**src/rtl/fifo_stream_reader.sv**
```systemverilog
// ============================================================================
// fifo_stream_reader : drains a 1-cycle-latency FIFO into a framed valid/ready stream
// Revision: 1.0
// ============================================================================
`default_nettype none

module fifo_stream_reader #(
  parameter int DATA_WIDTH = 32,
  parameter int LEN_W      = 16
) (
  input  logic                  clk,
  input  logic                  rst,
  input  logic                  start,
  input  logic [LEN_W-1:0]      frame_len,
  input  logic                  fifo_empty,
  output logic                  fifo_rden,
  input  logic [DATA_WIDTH-1:0] fifo_rddata,
  output logic                  out_valid,
  input  logic                  out_ready,
  output logic [DATA_WIDTH-1:0] out_data,
  output logic                  out_last,
  output logic                  busy,
  output logic                  done,
  output logic [LEN_W-1:0]      words_sent
);

  typedef enum logic [0:0] {
    IDLE   = 1'b0,
    STREAM = 1'b1
  } state_t;

  state_t                state, state_next;
  logic [LEN_W-1:0]      len_q;
  logic [LEN_W-1:0]      issued;
  logic [LEN_W-1:0]      sent_q;
  logic [DATA_WIDTH-1:0] data0, data1;
  logic                  last0, last1;
  logic [1:0]            count;
  logic                  inflight;
  logic                  inflight_last;
  logic                  done_q;

  logic                  pop;
  logic [2:0]            occ_after;
  logic                  start_ok;
  logic                  finish;
  logic                  rden;

  // Entry 0 is always the head; entry 1 only holds a word when count == 2.
  always_comb begin
    pop       = (count != 2'd0) && out_ready;
    occ_after = {1'b0, count} + {2'b00, inflight} - {2'b00, pop};
    start_ok  = (state == IDLE) && start && (frame_len != '0);
    finish    = (state == STREAM) && pop && last0;
    rden      = (state == STREAM) && !fifo_empty && (issued < len_q) && (occ_after < 3'd2);
  end

  always_comb begin
    state_next = state;
    case (state)
      IDLE:    if (start_ok) state_next = STREAM;
      STREAM:  if (finish)   state_next = IDLE;
      default: state_next = IDLE;
    endcase
  end

  always_ff @(posedge clk or posedge rst) begin
    if (rst) begin
      state         <= IDLE;
      len_q         <= '0;
      issued        <= '0;
      sent_q        <= '0;
      inflight      <= 1'b0;
      inflight_last <= 1'b0;
      done_q        <= 1'b0;
    end else begin
      state         <= state_next;
      done_q        <= finish;
      inflight      <= rden;
      inflight_last <= rden && ((issued + LEN_W'(1)) == len_q);
      if (start_ok) begin
        len_q  <= frame_len;
        issued <= '0;
        sent_q <= '0;
      end else begin
        if (rden) issued <= issued + LEN_W'(1);
        if (pop)  sent_q <= sent_q + LEN_W'(1);
      end
    end
  end

  // Returning read data lands at the tail; a simultaneous pop shifts entry 1 forward.
  always_ff @(posedge clk or posedge rst) begin
    if (rst) begin
      data0 <= '0;
      data1 <= '0;
      last0 <= 1'b0;
      last1 <= 1'b0;
      count <= 2'd0;
    end else begin
      case ({inflight, pop})
        2'b10: begin
          if (count == 2'd0) begin
            data0 <= fifo_rddata;
            last0 <= inflight_last;
          end else begin
            data1 <= fifo_rddata;
            last1 <= inflight_last;
          end
          count <= count + 2'd1;
        end
        2'b01: begin
          data0 <= data1;
          last0 <= last1;
          count <= count - 2'd1;
        end
        2'b11: begin
          if (count == 2'd1) begin
            data0 <= fifo_rddata;
            last0 <= inflight_last;
          end else begin
            data0 <= data1;
            last0 <= last1;
            data1 <= fifo_rddata;
            last1 <= inflight_last;
          end
        end
        default: ;
      endcase
    end
  end

  assign fifo_rden  = rden;
  assign out_valid  = (count != 2'd0);
  assign out_data   = data0;
  assign out_last   = last0;
  assign busy       = (state == STREAM);
  assign done       = done_q;
  assign words_sent = sent_q;

endmodule

`default_nettype wire

```
**config.mk**
```make
export PLATFORM = sky130hd
export DESIGN_NAME = fifo_stream_reader
export DESIGN_NICKNAME = d
export VERILOG_FILES = /design/src/rtl/fifo_stream_reader.sv
export SDC_FILE = /design/constraint.sdc
export NUM_CORES = 1
export LEC_CHECK = 0
export ABC_AREA = 0
export ABC_CLOCK_PERIOD_IN_PS = 4300
export CORE_UTILIZATION = 48
export DETAILED_ROUTE_END_ITERATION = 7
export GPL_ROUTABILITY_DRIVEN = 0
export HOLD_SLACK_MARGIN = 0.05
export PLACE_DENSITY = 0.75
export SYNTH_ARGS = -nofsm -noshare
export SYNTH_HDL_FRONTEND = slang
export SYNTH_SLANG_ARGS = --single-unit
export TNS_END_PERCENT = 20
```
**constraint.sdc**
```tcl
create_clock -name clk -period 4.3 [get_ports clk]
set_input_delay 1.075 -clock clk [delete_from_list [all_inputs] [get_ports clk]]
set_output_delay 1.075 -clock clk [all_outputs]
set_load 0.01 [all_outputs]
```
==> Yosys cells after proc, flatten, opt, wreduce, memory -nomap -nowiden <==
Cells that the tools add are included.
{ "op_classes": {"reduce_logical": 20, "n_addsub": 6, "bitwise": 1, "mul": 0, "n_mux": 20, "order_cmp": 2, "eq_ne": 8, "shifts": 0, "n_div": 0} }
{ "op_table": {"columns": ["operator", "n"], "rows": [
  ["$mux W32", 4],
  ["$pmux W32 S3", 1],
  ["$mux W16", 4],
  ["$pmux W32 S2", 1],
  ["$add A16 B1 Y16 const B", 2],
  ["$eq A16 B16 Y1", 1],
  ["$lt A16 B16 Y1", 1],
  ["$reduce_bool A16 Y1", 1],
  ["$reduce_bool A2 Y1", 5],
  ["$logic_and A1 B1 Y1", 9],
  ["$mux W1", 6],
  ["$ne A2 B2 Y1 const B", 3],
  ["$eq A2 B1 Y1 const B", 2],
  ["$eq A2 B2 Y1 const B", 2],
  ["$pmux W1 S2", 2],
  ["$pmux W2 S2", 1],
  ["$add A2 B1 Y3", 1],
  ["$lt A3 B2 Y1 const B", 1],
  ["$pmux W1 S3", 1],
  ["$reduce_and A3 Y1", 1],
  ["$reduce_bool A3 Y1", 1],
  ["$sub A3 B1 Y3", 1],
  ["$add A2 B1 Y2 const B", 1],
  ["$logic_not A2 Y1", 1],
  ["other kinds (4)", 4]
]} }
{ "totals": {"register_bits": 120, "ramBits": 0, "elab_cells": 69, "inputBits": 53, "latchBits": 0, "mem_bits_ro": 0, "mem_count": 0} }

==> Longest topological paths before layout <==
{ "logic_depth": {"word_depth": 7, "depth_mapped": 14} }

==> Worst setup path before layout <==
OpenSTA, ideal clock, no wires.
{ "synth_path": {"path_type": "input port to output port", "start": "in out_ready", "end": "out fifo_rden", "arrival_time_ns": 3.131, "stages": 11, "setup_slack_ns": 0.094, "path_buffers": 3, "path_cell_list": "nor2b_1 -> clkbuf_1 -> xnor2_1 -> nand2b_1 -> fa_1 -> xnor2_1 -> nand4_1 -> a21oi_1 -> and2_1 -> buf_2 -> buf_2"} }
{ "synth_via": {"elab_chain_len": 4} }
{ "synth_lines": {"columns": ["element", "line_no", "source"], "rows": [
  ["start: declaration", "19", "input logic out_ready,"],
  ["$logic_and A1 B1 Y1", "51", "pop = (count != 2'd0) && out_ready;"],
  ["$sub A3 B1 Y3", "52", "occ_after = {1'b0, count} + {2'b00, inflight} - {2'b00, pop};"],
  ["$lt A3 B2 Y1", "55", "rden = (state == STREAM) && !fifo_empty && (issued < len_q) && (occ_after < 3'd2);"],
  ["$logic_and A1 B1 Y1", "55", null],
  ["end: declaration", "16", "output logic fifo_rden,"]
]} }
Every way passes these cells.

==> Worst setup path after layout <==
{ "layout_path": {"start": "reg count[1]", "end": "out fifo_rden"} }
{ "layout_via": {"elab_chain_len": 5, "word_cells_on_any_way": 6} }
{ "layout_lines": {"columns": ["element", "line_no", "source"], "rows": [
  ["start: declaration", "38", "logic [1:0] count;"],
  ["start signal: assignment", "110", "count <= count + 2'd1;"],
  ["start signal: assignment", "115", "count <= count - 2'd1;"],
  ["branches (longest 2 deep; another with $add A2 B1 Y3)", null, null],
  ["$sub A3 B1 Y3 (*)", "52", null],
  ["$lt A3 B2 Y1 (*)", "55", null],
  ["$logic_and A1 B1 Y1 (*)", "55", null]
]} }
Mark *: on every way between the ends.

==> results by group <==
STA
  • Worst-margin pin slew: about 1.2 ns
  • Worst slew margin: 23.3%
  • Final Hold Vio Count: 0
  • Slew Limit Fails: 0
  • TNS Setup: 0 ns
  • Unrepaired setup endpoints after global routing: false
  • Final min period: slightly below 4 ns
  • Hold WS: 0.480 ns
  • Worst clock skew: 0.00560 ns
  • Final period util: between 90 and 100%
  • F_max: ~250 MHz
  • Final setup vio count: 0

Worst hold path
  • Hold Crit Class: reg -> reg

Clock tree
  • Clock transition at the registers of the reported paths: 0.05 ns
  • Root Buffer: clkbuf_16
  • Clock Tree Buf Depth: 2
  • H-tree Lvls: 4
  • Clk sinks: between 100 and 150
  • Clock latency on the worst-skew pair: about 0.42 ns
  • CTS tree: yes
  • Post-CTS Hold Fix Bufs: 0
  • CTS Buf Count: 17

Synth
  • Synth Flop Type: dfrtp_1
  • Mapped cell area: 6090 µm²
  • Gate Count Post-Synth: about 600
  • Warnings, synthesis: 0
  • Synth top area share: 49.3%
  • Top cells by count, synth: dfrtp_1 (120), nand2_1 (69), o21ai_0 (52)
  • Post-synthesis sequential area ratio: roughly half
  • Cell variety after synth: just over 50
  • Dominant cell type by area after synthesis: dfrtp_1
  • Share of synthesized registers carrying an async set or reset: 100%
  • Net count after synthesis: between 600 and 700
  • Count leader, synth: dfrtp_1
  • FF+latch count, synth: 120
  • Largest cells by area after synthesis: dfrtp_1 (49%), mux2_2 (6.5%), mux2i_1 (5.6%)
  • Post-synth EDFFs: 0
  • Post-synthesis average cell area: around 10 µm²

Layout
  • Area growth from synthesis to layout: 30.0%
  • Layout net count: 760
  • Fin util: about two thirds
  • Layout cell share with drive strength beyond 1: between 10 and 15%
  • Antenna fix cells: 0

Global route
  • First-pass GRT wire length: around 24 mm
  • Initial antenna violation count: 0
  • GRT Residual Overflow: 0
  • GRT Util Overall: around a quarter
  • Largest net degree at the start of global routing: 67
  • Vias in the first global route: 4825

Drt
  • DRC errors left: 0
  • DR pass1 iterations: 4
  • Detailed Route Iter0 Violations: ~340
  • WL/cell: between 15 and 20 µm
  • Vias: approximately 4700
  • Final WL: approximately 14 mm
  • Vias/cell: ~5.5
  • Antenna Violating Nets Remaining: 0

Die
  • I/O pins: 106
  • Horiz. Die Dim: 115 µm
  • Row Count: 40
  • Initial Util: 49.9%
  • Core area: roughly 12000 µm²
  • Chip Height: 115 µm
  • Die ar.: 13200 µm²

Power and ir drop
  • Maximum vdd drop: roughly 390 µV
  • Pleak: about 3.6 nW
  • PwrDens: slightly below 600 nW/µm²
  • Power Total: approximately 4.7 mW

Run status
  • Status: finished, final reports clean

Setup path
  • CP max stage cell: dfrtp_1
  • Critical-path cell list: inv_1 > ha_1 > nor2b_4 > xnor2_1 > nand2b_4 > fa_1 > xnor2_1 > nand4_1 > a21oi_2 > and2_4 > clkdlybuf4s15_2
  • Slowest stage delay, CP: 0.44 ns
  • Worst Path Arrival: 2.90 ns
  • CP dominant cell by count: xnor2_1
  • Startpoint Class: flip-flop
  • Crit end category: output port
  • Crit Path Category: reg -> out
  • Crit Path Max Fanout: 5
  • Critical Path RT: roughly 3.2 ns

Placed design
  • Input/output buffers: 105
  • DP HPWL: around 10 mm

Run
  • Total of max-cap violations: 0
## power breakdown
group | internal, mW | switching [mW]
combinational | 0.825 | 0.739
clock | 0.851 | 0.507
sequential | 1.49 | 0.259
total | 3.17 | 1.51
## registers in the layout, summed over array words and instances, names as in the netlist, 2 cells and up
| name | cells |
|---|---|
| words_sent | 16 |
| issued | 16 |
| count | 2 |
| out_data | 32 |
| len_q | 16 |
| data1 | 32 |
## final timing paths
path                               from       endpoint  slack, ns  cells after the start
setup / recovery               count[1]      fifo_rden       0.32                     11
hold / removal             out_data[15]   out_data[15]       0.48                      2
setup reg to reg               count[1]      issued[0]       0.91                     12
hold reg to reg            out_data[15]   out_data[15]       0.48                      2
max in group asynchronous           rst  words_sent[3]       2.36                      3
min in group asynchronous           rst   out_data[10]       1.13                      2
## through the flow
step / setup slack, ns / area [µm²] / std cells
floorplan: 0.0392 / 6090 / 586
global placement: -0.334 / 7320 / 835
detailed placement: -0.420 / 7320 / 835
CTS: 0.00790 / 7920 / 867
global route: 0.175 / 7930 / 867
finish: 0.322 / 7930 / 867
## worst max-delay path: cells and delay by family, from the launching register on
family | cells | cell delay [ns]
adders and majority gates | 2 | 0.69
buffers and inverters | 2 | 0.34
and+or+nand+nor | 4 | 0.54
AOI/OAI and AO/OA | 1 | 0.18
xor gates and xnor gates | 2 | 0.31
DFF | 1 | 0.44
## final cells by class
cell class | instances | area, µm²
clock inverter | 11 | 96.3
fill | 1029 | 4290
inverter | 25 | 96.3
timing repair buffer | 116 | 1150
multi-input combinational | 406 | 2890
clock buffer | 21 | 480
sequential | 120 | 3000
tap | 168 | 210
## routing by layer
layer / GRT usage (%) / vias up / wire length, µm
met5: 0 / - / 0
met3: 6.14 / 20 / 723
met4: 10.2 / 0 / 259
met1: 29.8 / 2350 / 6230
li1: - / 2252 / -
met2: 38.4 / 123 / 6970
## kinds of logic after synthesis
| kind of cell | after synthesis | synth area share (%) |
|---|---|---|
| XOR/XNOR | 40 | 5.75 |
| adder cells (fa/ha/maj) | 21 | 4.43 |
| AO/OA/AOI/OAI | 96 | 10.2 |
| flip-flops | 120 | 49.3 |
| AND/OR/NAND/NOR | 180 | 14.4 |
| buffers and inverters | 60 | 3.92 |
| multiplexers | 69 | 12.1 |
## placed cells by master, fill, tap and decap left out, types with 2 or more instances in the layout
cell             count
clkbuf_16           17
o211ai_1             2
a2111oi_2            2
dfrtp_1            120
and4_1               4
clkbuf_8             4
o2111ai_1            2
mux2i_1             34
xnor2_1             18
a221o_1             10
a21oi_1              8
nor2_1              36
nand4_1              9
nand3_1             23
nor4_1               6
a22o_1               2
ha_1                20
clkdlybuf4s50_1    103
nor4b_1              2
o21ai_0             52
buf_4               10
a31oi_1              2
nand2_1             68
a21o_1               4
nor3_1               5
mux2_2              35
xor2_1              22
and3_1               8
clkinvlp_4           5
nor2b_1              4
or3_1                2
clkinv_2             4
inv_1               24
## repair_timing
| item | CTS | global route |
|---|---|---|
| setup endpoints to repair | 1 | 1 |
| buffers inserted | 0 | 0 |
| pin swaps | 0 | 2 |
| cloned | 0 | 0 |
| gates resized for setup | 7 | 2 |
No activity file was read; power rests on OpenSTA's default activity.
